===== config.mk =====
export PLATFORM = sky130hd
export DESIGN_NAME = traffic_count_display
export DESIGN_NICKNAME = d
export VERILOG_FILES = /design/src/rtl/traffic_pkg.sv /design/src/rtl/seg7_decode.sv /design/src/rtl/traffic_count_display.sv
export SDC_FILE = /design/constraint.sdc
export NUM_CORES = 1
export LEC_CHECK = 0
export ABC_AREA = 0
export CAP_MARGIN = 40
export CELL_PAD_IN_SITES_DETAIL_PLACEMENT = 1
export CELL_PAD_IN_SITES_GLOBAL_PLACEMENT = 2
export CORE_AREA = 3 3 75 59
export DETAILED_ROUTE_END_ITERATION = 10
export DIE_AREA = 0 0 78 62
export GPL_TIMING_DRIVEN = 0
export MAX_ROUTING_LAYER = met4
export PLACE_DENSITY = 0.88
export SLEW_MARGIN = 5
export SYNTH_ARGS = -nofsm -noshare
export SYNTH_HDL_FRONTEND = slang
export SYNTH_SLANG_ARGS = --single-unit

===== constraint.sdc =====
create_clock -name clk -period 2.8 [get_ports clk]
set_input_delay 0.28 -clock clk [delete_from_list [all_inputs] [get_ports clk]]
set_output_delay 0.28 -clock clk [all_outputs]
set_load 0.005 [all_outputs]

===== src/rtl/traffic_pkg.sv =====
// Shared types and constants for the traffic-light count display.
package traffic_pkg;

  localparam int CNT_W = 5;

  localparam int LIGHT_RED    = 0;
  localparam int LIGHT_GREEN  = 1;
  localparam int LIGHT_YELLOW = 2;

  typedef logic [3:0] bcd_t;

  typedef enum logic {
    PH_ONES = 1'b0,
    PH_TENS = 1'b1
  } phase_t;

  // gfedcba, active high, digits 0..9
  localparam logic [6:0] SEG7 [10] = '{
    7'h3F, 7'h06, 7'h5B, 7'h4F, 7'h66,
    7'h6D, 7'h7D, 7'h07, 7'h7F, 7'h6F
  };

  function automatic logic [1:0] bcd_tens(input logic [CNT_W-1:0] v);
    if (v >= CNT_W'(30))      bcd_tens = 2'd3;
    else if (v >= CNT_W'(20)) bcd_tens = 2'd2;
    else if (v >= CNT_W'(10)) bcd_tens = 2'd1;
    else                      bcd_tens = 2'd0;
  endfunction

endpackage


===== src/rtl/seg7_decode.sv =====
// Combinational BCD digit to 7-segment (gfedcba) decoder; non-BCD codes go dark.
module seg7_decode
  import traffic_pkg::*;
(
  input  bcd_t       digit,
  output logic [6:0] seg
);

  always_comb begin
    seg = '0;
    if (digit <= 4'd9) seg = SEG7[digit];
  end

endmodule


===== src/rtl/traffic_count_display.sv =====
// Selects the active light's countdown, converts to BCD and scans a 2-digit
// 7-segment display. Optional yellow blink: TRAFFIC_DISP_YELLOW_BLINK_EN.
module traffic_count_display
  import traffic_pkg::*;
#(
  parameter int SCAN_DIV  = 4,
  parameter int BLINK_DIV = 8
) (
  input  logic             clk,
  input  logic             rst,
  input  logic             red,
  input  logic             green,
  input  logic             yellow,
  input  logic [CNT_W-1:0] count_red,
  input  logic [CNT_W-1:0] count_green,
  input  logic [CNT_W-1:0] count_yellow,
  output logic [6:0]       seg,
  output logic [1:0]       dig_sel,
  output logic             fault
);

  localparam int SCAN_W = (SCAN_DIV > 1) ? $clog2(SCAN_DIV) : 1;

  logic [2:0]       lights;
  logic [1:0]       n_on;
  logic [CNT_W-1:0] sel_val_d, sel_val_q;
  logic             blank1_d, blank1_q, fault_d, fault_q;
  logic [1:0]       tens_d, tens_q;
  bcd_t             ones_d, ones_q;
  logic             blank2_q;
  logic [SCAN_W-1:0] scan_d, scan_q;
  logic             scan_wrap;
  phase_t           phase_d, phase_q;
  bcd_t             digit;
  logic [6:0]       seg_dec, seg_d, seg_q;
  logic [1:0]       dig_sel_d, dig_sel_q;
  logic             blank_eff;

  // Stage 1: pick the count of the single active light, flag overlaps.
  always_comb begin
    lights               = '0;
    lights[LIGHT_RED]    = red;
    lights[LIGHT_GREEN]  = green;
    lights[LIGHT_YELLOW] = yellow;
    n_on      = {1'b0, red} + {1'b0, green} + {1'b0, yellow};
    sel_val_d = '0;
    blank1_d  = 1'b1;
    fault_d   = 1'b0;
    if (n_on == 2'd1) begin
      blank1_d = 1'b0;
      if (lights[LIGHT_RED])        sel_val_d = count_red;
      else if (lights[LIGHT_GREEN]) sel_val_d = count_green;
      else                          sel_val_d = count_yellow;
    end else if (n_on != 2'd0) begin
      fault_d = 1'b1;
    end
  end

  // Stage 2: binary to two BCD digits.
  always_comb begin
    tens_d = bcd_tens(sel_val_q);
    ones_d = bcd_t'(sel_val_q - CNT_W'(tens_d) * CNT_W'(10));
  end

  // Scan slot counter and digit phase.
  always_comb begin
    scan_wrap = (scan_q == SCAN_W'(SCAN_DIV - 1));
    scan_d    = scan_wrap ? '0 : scan_q + 1'b1;
    phase_d   = phase_q;
    if (scan_wrap) phase_d = (phase_q == PH_ONES) ? PH_TENS : PH_ONES;
  end

`ifdef TRAFFIC_DISP_YELLOW_BLINK_EN
  localparam int BLINK_W = (BLINK_DIV > 1) ? $clog2(BLINK_DIV) : 1;

  logic               yel1_d, yel1_q, yel2_q;
  logic [BLINK_W-1:0] blink_cnt_d, blink_cnt_q;
  logic               blink_off_d, blink_off_q;

  // Blink period counts full scan periods (tens slot wrapping back to ones).
  always_comb begin
    yel1_d      = (n_on == 2'd1) && yellow;
    blink_cnt_d = blink_cnt_q;
    blink_off_d = blink_off_q;
    if (!yel1_q) begin
      blink_cnt_d = '0;
      blink_off_d = 1'b0;
    end else if (scan_wrap && phase_q == PH_TENS) begin
      if (blink_cnt_q == BLINK_W'(BLINK_DIV - 1)) begin
        blink_cnt_d = '0;
        blink_off_d = ~blink_off_q;
      end else begin
        blink_cnt_d = blink_cnt_q + 1'b1;
      end
    end
    blank_eff = blank2_q | (yel2_q & blink_off_q);
  end

  always_ff @(posedge clk or negedge rst) begin
    if (!rst) begin
      yel1_q      <= 1'b0;
      yel2_q      <= 1'b0;
      blink_cnt_q <= '0;
      blink_off_q <= 1'b0;
    end else begin
      yel1_q      <= yel1_d;
      yel2_q      <= yel1_q;
      blink_cnt_q <= blink_cnt_d;
      blink_off_q <= blink_off_d;
    end
  end
`else
  always_comb blank_eff = blank2_q;
`endif

  always_comb digit = (phase_q == PH_ONES) ? ones_q : bcd_t'({2'b00, tens_q});

  seg7_decode u_seg7_decode (
    .digit (digit),
    .seg   (seg_dec)
  );

  // Output register; tens slot stays dark when the tens digit is zero.
  always_comb begin
    seg_d     = '0;
    dig_sel_d = 2'b00;
    if (!blank_eff) begin
      if (phase_q == PH_ONES) begin
        seg_d     = seg_dec;
        dig_sel_d = 2'b01;
      end else if (tens_q != 2'd0) begin
        seg_d     = seg_dec;
        dig_sel_d = 2'b10;
      end
    end
  end

  always_ff @(posedge clk or negedge rst) begin
    if (!rst) begin
      sel_val_q <= '0;
      blank1_q  <= 1'b1;
      fault_q   <= 1'b0;
      tens_q    <= '0;
      ones_q    <= '0;
      blank2_q  <= 1'b1;
      scan_q    <= '0;
      phase_q   <= PH_ONES;
      seg_q     <= '0;
      dig_sel_q <= 2'b00;
    end else begin
      sel_val_q <= sel_val_d;
      blank1_q  <= blank1_d;
      fault_q   <= fault_d;
      tens_q    <= tens_d;
      ones_q    <= ones_d;
      blank2_q  <= blank1_q;
      scan_q    <= scan_d;
      phase_q   <= phase_d;
      seg_q     <= seg_d;
      dig_sel_q <= dig_sel_d;
    end
  end

  assign seg     = seg_q;
  assign dig_sel = dig_sel_q;
  assign fault   = fault_q;

endmodule


==> run_results.csv <==
group,metric,value,unit
run_status,status,"finished clean",
detailed_routing,dr.first_iter.drc_count,36,
timing,finClkSkew,0.00145,ns
clock_network,cts_tree,"built",
timing,final.setup.tns,0,ns
finish,mostFrequentLayoutCells,"clkdlybuf4s50_1 (28), dfrtp_1 (24), inv_1 (12)",
detailed_routing,wl_per_cell,12.2,µm
worst_setup_path,worstRegToRegCells,6,
grt,antenna_found_initial,0,
finish,insertedDiodeCount,0,
synthesis,yosys.area_share.xor_xnor,0.0142,
pwr,p_leak,0.772,nW
timing,finalCritPeriodShare,0.788,
worst_setup_path,path_class,"reg2reg",
synthesis,synth_mux_area_frac,0.0802,
placed_design,hpwl,2030,µm
timing,rsz0062_at_grt,"no",
detailed_routing,ant_nets,0,
detailed_routing,viasPerCell,4.37,
grt,grt_use_total,0.111,
synthesis,synth_fa_ha_area_frac,0.114,
worst_setup_path,cp.arrival,2.35,ns
worst_setup_path,crit_path_max_incr_delay,0.46,ns
timing,clock.fmax,0.453,GHz
worst_setup_path,worstSetupStartpointType,"flip-flop",
clock_network,insertion_delay,0.26,ns
floorplan,dieArea,4840,µm²
synthesis,synth_cells,108,
grt,grt_pass1_wl,4060,µm
synthesis,synth-seq-cells,26,
detailed_routing,via_count,844,
synthesis,syn_nets,138,
floorplan,die_w,78,µm
pwr,ir_drop,0.000261,V
synthesis,ys_types,30,
placed_design,gp_congestion,0.773,
synthesis,ys.flop_type,"dfrtp_1",
pwr,powerDensity,566,nW/µm²
synthesis,synth_simple_gate_area_share,0.113,
timing,finalHoldViolations,0,
synthesis,syn_avg_cell_area,11.4,µm²
synthesis,synth_top_family_by_area,"adder cells",
floorplan,num_rows,19,
clock_network,htreeDepth,1,
floorplan,die_y,62,µm
finish,nNetsFinal,172,
grt,grt_pass1_vias,881,
synthesis,synth-edff-count,0,
timing,finalCriticalPeriod,2.21,ns
timing,worstMarginPinSlew,0.484,ns
synthesis,ys_warn_count,0,
detailed_routing,first_pass_iters,4,
clock_network,ctsResizeCount,0,
finish,final_common_cell,"clkdlybuf4s50_1",
detailed_routing,routed_wl,2360,µm
worst_setup_path,worstPathMaxFanout,10,
worst_setup_path,critical_path_depth,6,
floorplan,pin_count,30,
finish,drive_gt1_frac,0.121,
synthesis,seq_area_frac_synth,0.530,
worst_hold_path,hold_path_class,"in2async",
floorplan,start_util,0.332,
synthesis,synth_area,1230,µm²
worst_setup_path,worstSetupEndpointType,"flip-flop",
worst_setup_path,path_buf_inv,1,
worst_setup_path,path_cells,"buf_6 -> mux2i_1 -> ha_1 -> o21bai_1 -> a221o_1 -> a2111oi_2",
clock_network,cts_inserted_buffers,3,
clock_network,clock_path_buffers,2,
grt,grt_max_degree,18,
grt,overflow,0,
timing,setup_viol,0,
synthesis,async_flop_share,1.00,
clock_network,cts_num_sinks,26,
placed_design,port_buffers,28,
run,maxCapViolCount,0,
finish,area_growth,36.0,%
timing,maxSlewHeadroom,0.668,
timing,slew_viol_final,0,
pwr,finalPower,0.949,mW
clock_network,clk_pin_slew,0.08,ns
worst_setup_path,critPathSlowestCell,"mux2i_1",
floorplan,coreArea,3710,µm²
worst_setup_path,required,2.94,ns
clock_network,cts-hold-fix-buffers,0,
clock_network,cts-root-buf,"clkbuf_8",
clock_network,cts_setup_buffers,0,
synthesis,synth_compound_area_frac,0.0964,
detailed_routing,drcViolationCount,0,
worst_setup_path,path_delay_family,"compound AO/OA/AOI/OAI gates",
-- power by group --
group          total (mW)  leakage (nW)  internal (mW)  switching (mW)
Clock               0.299        0.0357          0.191           0.108
Sequential          0.438         0.338          0.417          0.0205
Combinational       0.212         0.398          0.118          0.0934
Total               0.949         0.772          0.726           0.222
-- per-stage QoR --
step | instance area (µm²) | util | hold slack [ns] | instances | setup slack [ns]
floorplan | 1230 | - | -0.0156 | 108 | 0.942
global placement | 1580 | 0.425 | 0.337 | 188 | 0.687
detailed placement | 1610 | 0.433 | 0.340 | 189 | 0.572
CTS | 1680 | 0.452 | 0.360 | 193 | 0.543
global route | 1680 | 0.452 | 0.364 | 193 | 0.365
finish | 1680 | 0.452 | 0.352 | 193 | 0.593
-- kinds of logic after synthesis --
| group | after synthesis |
|---|---|
| AND/OR/NAND/NOR | 27 |
| flip-flops | 26 |
| AO/OA/AOI/OAI | 19 |
| buffers and inverters | 15 |
| adder cells (fa/ha/maj) | 10 |
| multiplexers | 9 |
| XOR/XNOR | 2 |
-- final cells by class --
type                       count  area [µm²]
inverter                      12        45.0
fill                         408        2030
timing repair buffer          29         308
tap                           52        65.1
sequential                    26         653
buffer                         3        20.0
clock buffer                   3        41.3
multi-input combinational     67         514
clock inverter                 1        30.0
-- flip-flops by register name (all words and copies together) (netlist names) --
| register | count |
|---|---|
| seg | 7 |
| sel_val_q | 5 |
| ones_q | 4 |
| dig_sel | 2 |
| scan_q | 2 |
| tens_q | 2 |
| blank1_q | 1 |
| blank2_q | 1 |
| fault | 1 |
| phase_q | 1 |
-- metal layers --
layer  part of all wire  track usage
met5                  0            -
met4             0.0034       0.0150
met3              0.044       0.0303
met2               0.49        0.200
met1               0.46        0.130
-- synthesized netlist by cell type, types with 2 or more instances --
library cell | number | area (µm²)
dfrtp_1 | 24 | 601
inv_1 | 12 | 45.0
a21oi_1 | 11 | 55.1
nand2_1 | 11 | 41.3
ha_1 | 8 | 100
mux2_2 | 6 | 67.6
nor2b_1 | 4 | 25.0
a31oi_1 | 3 | 18.8
nand2b_1 | 3 | 18.8
nor2_1 | 3 | 11.3
dfstp_2 | 2 | 52.6
fa_1 | 2 | 40.0
mux2i_1 | 2 | 20.0
-- path summary, 6_finish.rpt --
path | from | endpoint | slack, ns
max | phase_q | seg[4] | 0.59
min | rst | seg[4] | 0.35
max reg2reg | phase_q | seg[4] | 0.59
min reg2reg | sel_val_q[0] | ones_q[0] | 0.36
max in group asynchronous | rst | blank1_q | 1.91
min in group clk | sel_val_q[0] | ones_q[0] | 0.36
Note: power is estimated with default switching activity, not from simulation.
